**src/rtl/button_conditioner.sv**
```systemverilog
// Board push-button front end: a 2-flop sync, a debounce and an edge detect per button.
// Direction buttons also get an auto-repeat FSM and a one-hot priority arbiter (U > D > L > R).
module button_conditioner #(
  parameter int DEBOUNCE_CYCLES      = 1000000,
  parameter int REPEAT_DELAY_CYCLES  = 50000000,
  parameter int REPEAT_PERIOD_CYCLES = 15000000,
  parameter int CNT_W                = 26
) (
  input  logic       clk,
  input  logic       rst_n,
  input  logic [5:0] btn_raw,
  output logic       btnL,
  output logic       btnR,
  output logic       btnU,
  output logic       btnD,
  output logic       placeMarker,
  output logic       resetGame,
  output logic [5:0] btn_level
);

  localparam int NUM_BTNS = 6;
  localparam int NUM_DIRS = 4;
  localparam logic [CNT_W-1:0] DEB_LAST = CNT_W'(DEBOUNCE_CYCLES - 1);
  localparam logic [CNT_W-1:0] DLY_LAST = CNT_W'(REPEAT_DELAY_CYCLES - 1);
  localparam logic [CNT_W-1:0] PER_LAST = CNT_W'(REPEAT_PERIOD_CYCLES - 1);

  typedef enum logic [1:0] {IDLE, DELAY, REPEAT} rpt_state_e;

  logic [NUM_BTNS-1:0] levelPrev, pressEv;
  logic [NUM_DIRS-1:0] dirReq, dirGrant;

  for (genvar i = 0; i < NUM_BTNS; i++) begin : g_deb
    logic [1:0]       sync;
    logic [CNT_W-1:0] cnt;
    logic             level;

    // A mismatch must hold for DEBOUNCE_CYCLES consecutive samples before it is
    // accepted; a single matching sample throws the count away.
    always_ff @(posedge clk or negedge rst_n) begin
      if (!rst_n) begin
        sync  <= '0;
        cnt   <= '0;
        level <= 1'b0;
      end else begin
        sync <= {sync[0], btn_raw[i]};
        if (sync[1] == level) begin
          cnt <= '0;
        end else if (cnt >= DEB_LAST) begin
          level <= sync[1];
          cnt   <= '0;
        end else begin
          cnt <= cnt + CNT_W'(1);
        end
      end
    end

    assign btn_level[i] = level;
  end

  always_ff @(posedge clk or negedge rst_n) begin
    if (!rst_n) levelPrev <= '0;
    else        levelPrev <= btn_level;
  end

  assign pressEv = btn_level & ~levelPrev;

  for (genvar d = 0; d < NUM_DIRS; d++) begin : g_rpt
    rpt_state_e       state, stateNxt;
    logic [CNT_W-1:0] cnt, cntNxt;
    logic             req;

    always_ff @(posedge clk or negedge rst_n) begin
      if (!rst_n) begin
        state <= IDLE;
        cnt   <= '0;
      end else begin
        state <= stateNxt;
        cnt   <= cntNxt;
      end
    end

    // A release drops to IDLE ahead of any terminal-count pulse in the same cycle.
    always_comb begin
      stateNxt = state;
      cntNxt   = cnt;
      req      = 1'b0;
      unique case (state)
        IDLE: begin
          cntNxt = '0;
          if (pressEv[d]) begin
            req      = 1'b1;
            stateNxt = DELAY;
          end
        end
        DELAY: begin
          if (!btn_level[d]) begin
            stateNxt = IDLE;
            cntNxt   = '0;
          end else if (cnt >= DLY_LAST) begin
            req      = 1'b1;
            stateNxt = REPEAT;
            cntNxt   = '0;
          end else begin
            cntNxt = cnt + CNT_W'(1);
          end
        end
        REPEAT: begin
          if (!btn_level[d]) begin
            stateNxt = IDLE;
            cntNxt   = '0;
          end else if (cnt >= PER_LAST) begin
            req    = 1'b1;
            cntNxt = '0;
          end else begin
            cntNxt = cnt + CNT_W'(1);
          end
        end
        default: begin
          stateNxt = IDLE;
          cntNxt   = '0;
        end
      endcase
    end

    assign dirReq[d] = req;
  end

  // Losers are simply dropped; their FSMs keep running.
  always_comb begin
    dirGrant = '0;
    if      (dirReq[2]) dirGrant[2] = 1'b1;
    else if (dirReq[3]) dirGrant[3] = 1'b1;
    else if (dirReq[0]) dirGrant[0] = 1'b1;
    else if (dirReq[1]) dirGrant[1] = 1'b1;
  end

  always_ff @(posedge clk or negedge rst_n) begin
    if (!rst_n) begin
      btnL        <= 1'b0;
      btnR        <= 1'b0;
      btnU        <= 1'b0;
      btnD        <= 1'b0;
      placeMarker <= 1'b0;
      resetGame   <= 1'b0;
    end else begin
      btnL        <= dirGrant[0];
      btnR        <= dirGrant[1];
      btnU        <= dirGrant[2];
      btnD        <= dirGrant[3];
      placeMarker <= pressEv[4];
      resetGame   <= pressEv[5];
    end
  end

endmodule

```
**config.mk**
```make
export PLATFORM = sky130hd
export DESIGN_NAME = button_conditioner
export DESIGN_NICKNAME = d
export VERILOG_FILES = /design/src/rtl/button_conditioner.sv
export SDC_FILE = /design/constraint.sdc
export NUM_CORES = 1
export LEC_CHECK = 0
export ABC_AREA = 0
export BUFFER_PORTS_ARGS = -buffer_cell sky130_fd_sc_hd__buf_2
export CORE_ASPECT_RATIO = 1.2
export CORE_MARGIN = 5
export CORE_UTILIZATION = 57
export CTS_CLUSTER_DIAMETER = 150
export DETAILED_ROUTE_END_ITERATION = 8
export PLACE_DENSITY = 0.76
export SYNTH_ARGS = -nofsm -noshare
export SYNTH_HDL_FRONTEND = slang
export SYNTH_SLANG_ARGS = --single-unit
```
**constraint.sdc**
```tcl
create_clock -name clk -period 1.9 [get_ports clk]
set_input_delay 0.095 -clock clk [delete_from_list [all_inputs] [get_ports clk]]
set_output_delay 0.095 -clock clk [all_outputs]
set_load 0.03 [all_outputs]
```
### Word-level counts from Yosys, hierarchy flattened

Cells that the tools add are included.

* add/subtract/negate cells: 10
* multipliers: 0
* divide/modulo/power cells: 0
* order comparisons: 14
* equality and inequality tests: 26
* shift operators: 0
* muxes and demuxes: 84
* bitwise gates (word level): 8
* reduce and logical (&&, ||, !) cells: 14

Operators with widths (count)
* 26-bit two-way mux: 28
* 26-bit by 1-bit adder with 26-bit output, second input constant: 10
* 26-bit one-hot mux with 2 select lines: 4
* 26-bit by 20-bit >= comparator with 1-bit output, second input constant: 6
* 26-bit by 24-bit >= comparator with 1-bit output, second input constant: 4
* 26-bit >= comparator, second input constant: 4
* 2-bit two-way mux: 18
* 1-bit two-way mux: 26
* 2-bit one-hot mux with 3 select lines: 4
* 2-bit inequality test, second input constant: 8
* 3-bit inequality test, second input constant: 4
* 1-bit one-hot mux with 3 select lines: 4
* 2-bit AND reduction: 6
* 3-bit AND reduction: 4
* 2-bit by 1-bit == test with 1-bit output, second input constant: 4
* 2-bit == test, second input constant: 4
* 2-bit logical NOT: 4
* 6-bit bitwise AND: 1
* 1-bit == test: 6
* 1-bit NOT: 6
* 6-bit NOT: 1

* register bits after elaboration: 298
* latch bits: 0
* RAM bits: 0
* ROM bits: 0
* bits of input ports: 8
* output and inout bits: 12
* word-level logic and storage cells: 189
* memories kept: 0

### Longest topological paths before layout

Gate-level depths: netlist of run 1.

* word-level depth: 8
* depth in mapped cells: 9
* gate-level depth less buffers: 7

### Least setup slack after synthesis of run 1

No wires, ideal clock.

* path kind: flip-flop to flip-flop
* start: reg g_rpt[1].cnt[0]
* end: reg g_rpt[1].cnt[11]
* data arrival time: 1986 ps
* data required time: 1814 ps
* slack: -172 ps
* cell stages (with the launch flop): 10
* buffers on the path: 2
* period minus slack after synthesis: 2072 ps
* cells stage by stage: dfrtp_1 -> ha_1 -> and3_1 -> nand2_2 -> a311oi_1 -> o31a_1 -> o21a_1 -> buf_2 -> buf_2 -> nor3_1

* word-level cells in the longest chain between the ends: 4
* elaborated cells on any way between the ends: 8
* those cells by class: add/sub: 1; order compare: 2; mux: 5

RTL lines
* start: declaration: RTL line 69 `logic [CNT_W-1:0] cnt, cntNxt;`
* start signal: assignment: RTL line 78 `cnt <= cntNxt;`
* 26-bit by 1-bit adder with 26-bit output, or another cell as far along: RTL line 104, 115
* 26-bit two-way mux, on equally long branches: RTL line 111, 99
* 26-bit two-way mux, on equally long branches: RTL line 108, 96
* 26-bit one-hot mux with 2 select lines (*): RTL line 87 `unique case (state)`
* net g_rpt[1].cntNxt[11]: RTL line 69

Mark *: on every way through the listed nets, which the timed path passes. The rest lies on a longest branch.
A chain may end at the register's enable or synchronous reset.

### Worst setup path after layout of run 1

* start: reg g_rpt[3].cnt[0]
* end: reg g_rpt[3].cnt[23]

* word-level cells in the longest chain between the ends: 4
* elaborated cells on any way between the ends: 8
* those cells by class: add/sub: 1; order compare: 2; mux: 5

RTL lines (RTL line)
* start: declaration: 69
* start signal: assignment: 78
* 26-bit by 1-bit adder with 26-bit output, or another cell as far along: 104, 115
* 26-bit two-way mux, on equally long branches: 111, 99
* 26-bit two-way mux, on equally long branches: 108, 96
* 26-bit one-hot mux with 2 select lines (*): 87
* net g_rpt[3].cntNxt[23]: 69

Marked as above.

==> results of run 1 <==
## registers in the layout, indices dropped and copies added (netlist names)
signal and flops:
g_deb.level 6, g_rpt.cnt 104, g_rpt.state 8, resetGame 1, g_deb.cnt 156, levelPrev 6
btnL 1, g_deb.sync 12, btnU 1, btnR 1, placeMarker 1, btnD 1
## per-stage QoR
stage	setup WS [ns]	util (%)	setup TNS, ns
2_1_floorplan	0.001650	-	0
3_5_place_dp	-0.1244	65.04	-2.386
3_3_place_gp	-0.05037	65.04	-0.2354
5_1_grt	-0.2403	74.87	-15.38
4_1_cts	-0.05881	71.11	-0.3370
6_report	-0.1660	74.87	-6.613
## routing by layer
| metal | global-route usage, % | vias up | wire [um] | share of wire, % |
|---|---|---|---|---|
| li1 | - | 5174 | - | - |
| met1 | 24.85 | 5375 | 12450 | 41 |
| met2 | 36.79 | 209 | 16160 | 53 |
| met3 | 2.919 | 64 | 937 | 3.1 |
| met4 | 6.096 | 0 | 667 | 2.2 |
| met5 | 0 | - | 0 | 0 |
## final timing paths
path / startpoint / to / slack, ns / depth (start not counted)
worst min-delay path: rst_n / g_rpt[1].cnt[3]$_DFF_PN0_ / 0.09 / 2
worst max-delay path: g_rpt[3].cnt[0]$_DFF_PN0_ / g_rpt[3].cnt[23]$_DFF_PN0_ / -0.17 / 9
min in group clk: btn_raw[1] / g_deb[1].sync[0]$_DFF_PN0_ / 0.19 / 2
max in group asynchronous: rst_n / g_deb[3].cnt[7]$_DFF_PN0_ / 1.11 / 3
worst min register to register: g_deb[2].sync[0]$_DFF_PN0_ / g_deb[2].sync[1]$_DFF_PN0_ / 0.35 / 0
worst max register to register: g_rpt[3].cnt[0]$_DFF_PN0_ / g_rpt[3].cnt[23]$_DFF_PN0_ / -0.17 / 9
## logic make-up after synthesis
logic type	Yosys count	share of synthesized area (%)
DFF	298	53.62
xor gates and xnor gates	200	12.60
muxes	7	0.5398
and+or+nand+nor	653	22.82
buffers and inverters	88	2.636
AOI/OAI and AO/OA	110	5.425
other	1	0.02696
adders and majority gates	26	2.339
## power groups by stage
stage	Sequential (mW)	Combinational [mW]	Clock (mW)
4_1_cts	6.63	1.69	6.04
5_1_grt	6.66	2.18	6.31
2_1_floorplan	6.79	0.848	0
3_5_place_dp	6.75	1.45	0
3_3_place_gp	6.74	1.41	0
6_report	6.64	2.00	5.90
## critical path, stage by stage (launching register included)
cell       delay (ns)
dfrtp_1          0.38
ha_2             0.22
nand4_1          0.17
o211ai_1         0.27
a32o_2           0.27
nor2_4           0.06
o211ai_4         0.20
buf_12           0.16
clkbuf_16        0.17
nor2_2           0.05
## timing repair
item | 4_1_cts | 5_1_grt
resized for setup | 42 | 183
setup endpoints to repair | 98 | 221
hold buffers | 7 | 0
gates cloned | 3 | 6
hold endpoints to repair | 296 | 0
pin swaps | 24 | 72
buffers inserted | 21 | 14
## synthesized netlist by cell type (all sizes together), types with 3 or more instances
library cell	count
o2111ai	3
o21ai	23
a2111oi	3
nand2	88
or3	6
o31ai	5
nor3b	7
a41oi	3
or2	3
nor2b	9
o211ai	11
a21o	3
ha	26
nor4	28
dfrtp	298
nor3	50
o311ai	3
xor2	94
buf	17
nand4	42
or4	5
xnor2	106
and4	17
mux2i	3
and2	4
nand3	78
clkbuf	21
and3	40
nand3b	3
nor2	265
inv	50
o21bai	3
a211oi	3
a31oi	14
a21oi	18
mux2	4
## final cells by class
type	instances	area (um2)	area share, %
multi-input cells	1032	7116	39.65
clock inverters	12	163.9	0.9133
clock buffers	41	820.8	4.573
flip-flops and latches	298	7458	41.56
repair buffers	207	1800	10.03
well taps	320	400.4	2.231
inverters	50	187.7	1.046
==> impl_metrics.tcl, run 1 <==
set metrics [dict create \
    run_status "finished, violations left" \
    violations "negative setup slack" \
    endpoint_kind "flop" \
    cts.path.max_buffers 3 \
    drive_gt1_share_pct 25.79 \
    seq_area_frac_synth_pct 53.62 \
    final_nets 1652 \
    vdd_drop_max_v 0.0007409 \
    timing.fmax_mhz 484.0 \
    worst-setup-path-type "reg2reg" \
    drt_iter0_drc 740 \
    vias_per_cell 5.521 \
    syn-cell-area_um2 13910 \
    final_cells 1960 \
    slew_headroom_pct 61.97 \
    overflow 0 \
    nFillCells 1460 \
    syn_inst 1383 \
    period_share_pct 108.7 \
    period_needed_ns 2.066 \
    startpoint_type "flop" \
    area_growth_pct 29.05 \
    place_area_um2 15590 \
    setup_violations 111 \
    die_x_um 152.6 \
    swShare_pct 25.34 \
    rows 62 \
    skew_ns 0.01391 \
    cts.sinks 298 \
    synth.top_cell.area_share_pct 53.62 \
    crit_required_ns 2.33 \
    insertion_delay_ns 0.55 \
    worst_slack_ns -0.1660 \
    cts_buffers 29 \
    intPower_mw 10.86 \
    ys_seq_elements 298 \
    yosysWarnings 0 \
    rsz0062_at_grt "yes" \
    vias 10820 \
    gp_congestion 0.8329 \
    die_h_um 181.1 \
    p_leak_nw 7.460 \
    ys.flop_type "dfrtp_1" \
    grtUsageTotal_pct 20.17 \
    fin_area_um2 17950 \
    hold_path.class "in2async" \
    power.net_switching_mw 3.685 \
    grt_max_degree 66 \
    antenna_found_initial 0 \
    yosys-top-cells-area "dfrtp_1, nor2_1, xnor2_1" \
    grt_pass1_vias 10940 \
    yosysTopAreaCell "dfrtp_1" \
    cap_violations 0 \
    dp_cells 1863 \
    crit_arrival_ns 2.49 \
    clk_pin_slew_worst_paths_ns 0.06 \
    cts_tree "built" \
    maxSlewViolCount 0 \
    final_cell_mix "dfrtp_1, nor2_1, buf_4" \
    route.detailed.drc 0 \
    cts_root_buffer "clkbuf_16" \
    coreArea_um2 23970 \
    p_clk_share_pct 40.6 \
    dp_hpwl_um 18010 \
    htreeDepth 1 \
    drt_wl_total_um 30220 \
    io_buffers 19 \
    finalPower_mw 14.54 \
    ys_types 69 \
    async_reset_ff_share_pct 100.0 \
    synth_edf_count 0 \
    io-pin-count 20 \
    p_comb_share_pct 13.8 \
    hold_viol_final 0 \
    drt_first_pass_iters 5 \
    sequentialPowerShare_pct 45.7 \
    syn_area_per_cell_um2 10.06 \
    worst_slew_pin_slew_ns 0.5704 \
    holdWs_ns 0.08522 \
    final_common_cell "dfrtp_1" \
    wl_per_cell_um 15.42 \
    p_per_area_nw_per_um2 810.3 \
    initial_core_util_pct 58.02 \
    worstPathMaxFanout 6 \
    ant_nets 0 \
    grt_pass1_wl_um 48650 \
    dieArea_um2 27640 \
    diodes 0 \
]
(Power assumes the default switching activity.)
==> inputs of run 2 (changes only) <==
- CELL_PAD_IN_SITES_DETAIL_PLACEMENT: not set -> 1
- CELL_PAD_IN_SITES_GLOBAL_PLACEMENT: not set -> 1
- CORE_UTILIZATION: 57 -> 45
- PLACE_DENSITY: 0.76 -> not set
- PLACE_DENSITY_LB_ADDON: not set -> 0.1
==> impl_metrics.tcl, run 2 (synthesis gave the netlist of run 1 again) <==
set metrics [dict create \
    antenna_found_initial 0 \
    fin_setup_tns_ns -6.107 \
    wl_per_cell_um 18.15 \
    crit_path_max_incr_delay_ns 0.39 \
    cap_violations 0 \
    drive_gt1_share_pct 30.38 \
    insertion_delay_ns 0.51 \
    die_h_um 202.6 \
    holdWs_ns 0.09802 \
    cp_cell_sequence "ha_4, and4_4, a21oi_2, o21ai_2, a31oi_2, buf_4, o211ai_4, buf_6, nor2_2" \
    grtUsageTotal_pct 20.55 \
    cts.path.max_buffers 3 \
    p_per_area_nw_per_um2 844.9 \
    period_share_pct 105.2 \
    reg_top3 "g_deb.cnt: 156 flops, g_rpt.cnt: 104 flops, g_deb.sync: 12 flops" \
    cp_slowest_cell "dfrtp_1" \
    largest-register "g_deb.cnt" \
    io_buffers 19 \
    cts_root_buffer "clkbuf_16" \
    startpoint_type "flop" \
    largest_reg_flops 156 \
    htreeDepth 2 \
    cts_tree "built" \
    overflow 0 \
    worst_slew_pin_slew_ns 0.6708 \
    drt_iter0_drc 412 \
    final_common_cell "dfrtp_1" \
    initial_core_util_pct 45.63 \
    crit_family "compound AO/OA/AOI/OAI gates" \
    p_leak_nw 7.969 \
    dieArea_um2 34540 \
    diodes 0 \
    coreArea_um2 30480 \
    hold_path.class "in2async" \
    pre_cts_slack_ns -0.2671 \
    violations "negative setup slack" \
    drt_wl_total_um 38080 \
    worstPathMaxFanout 6 \
    rows 70 \
    clk_pin_slew_worst_paths_ns 0.06 \
    vias 11260 \
    drt_first_pass_iters 4 \
    vdd_drop_max_v 0.0006831 \
    slew_headroom_pct 55.28 \
    grt_max_degree 64 \
    route.detailed.drc 0 \
    area_growth_pct 35.62 \
    cts.sinks 298 \
    final_cell_mix "dfrtp_1, buf_4, nor2_1" \
    setup_violations 122 \
    cts_buffers 34 \
    crit_buf_inv 2 \
    period_needed_ns 1.999 \
    dp_hpwl_um 22130 \
    timing.fmax_mhz 500.2 \
    worst_slack_ns -0.09936 \
    ant_nets 0 \
    gp_congestion 0.8003 \
    grt_pass1_wl_um 59890 \
    skew_ns 0.01608 \
    finalPower_mw 15.94 \
    finish.utilization_pct 61.88 \
    rsz0062_at_grt "yes" \
    regToRegSetupSlack_ns -0.1 \
    worst-setup-path-type "reg2reg" \
    hold_viol_final 0 \
    crit_arrival_ns 2.39 \
    run_status "finished, violations left" \
    endpoint_kind "flop" \
    die_x_um 170.5 \
    vias_per_cell 5.366 \
    grt_pass1_vias 12460 \
    maxSlewViolCount 0 \
    io-pin-count 20 \
    crit_required_ns 2.30 \
    final_nets 1711 \
]
[run 2: what timing repair did]
item	CTS	global route
endpoints found under the setup margin	151	221
pin swaps	41	102
gates resized for setup	78	216
hold buffers	7	0
cloned	5	8
endpoints found under the hold margin	304	0
buffers inserted	17	20
[run 2: worst paths after layout]
kind,cells past startpoint,from,end
max,9,g_rpt[2].cnt[0]$_DFF_PN0_,g_rpt[2].cnt[10]$_DFF_PN0_
max reg2reg,9,g_rpt[2].cnt[0]$_DFF_PN0_,g_rpt[2].cnt[10]$_DFF_PN0_
min reg2reg,0,g_deb[4].sync[0]$_DFF_PN0_,g_deb[4].sync[1]$_DFF_PN0_
min in group clk,2,btn_raw[5],g_deb[5].sync[0]$_DFF_PN0_
min,2,rst_n,g_rpt[1].cnt[4]$_DFF_PN0_
max in group asynchronous,3,rst_n,g_deb[4].cnt[25]$_DFF_PN0_
[run 2: where the power goes]
group          switching, mW  internal [mW]  total, mW
Clock                   2.68           4.15       6.83
Combinational           1.46           1.01       2.47
Sequential             0.116           6.52       6.64
[run 2: final cells by class]
class	count	area, um2
Inverter	50	187.7
Tap cell	396	495.5
Multi-Input combinational cell	1032	7370
Clock inverter	13	150.1
Fill cell	3250	11620
Clock buffer	48	1017
Timing Repair Buffer	261	2182
Sequential cell	298	7458
[run 2: stage by stage]
| stage | area [um2] | instances |
|---|---|---|
| final | 18860 | 2098 |
| after global routing | 18860 | 2098 |
| after CTS | 17730 | 2070 |
| after detailed placement | 15930 | 1980 |
| after global placement | 15930 | 1980 |
| after floorplan | 14080 | 1418 |
[run 2: layer usage]
metal	track usage, %	part of all wire (%)	vias to the layer above
li1	-	-	5282
met1	23.73	39	5758
met2	39.12	56	137
met3	2.843	2.4	81
met4	5.934	2.6	0
met5	0	0	-
[run 2: worst register-to-register path, stage by stage, from the launching register on]
cell      delay (ns)
dfrtp_1         0.39
ha_4            0.16
and4_4          0.24
a21oi_2         0.07
o21ai_2         0.13
a31oi_2         0.12
buf_4           0.17
o211ai_4        0.33
buf_6           0.22
nor2_2          0.06
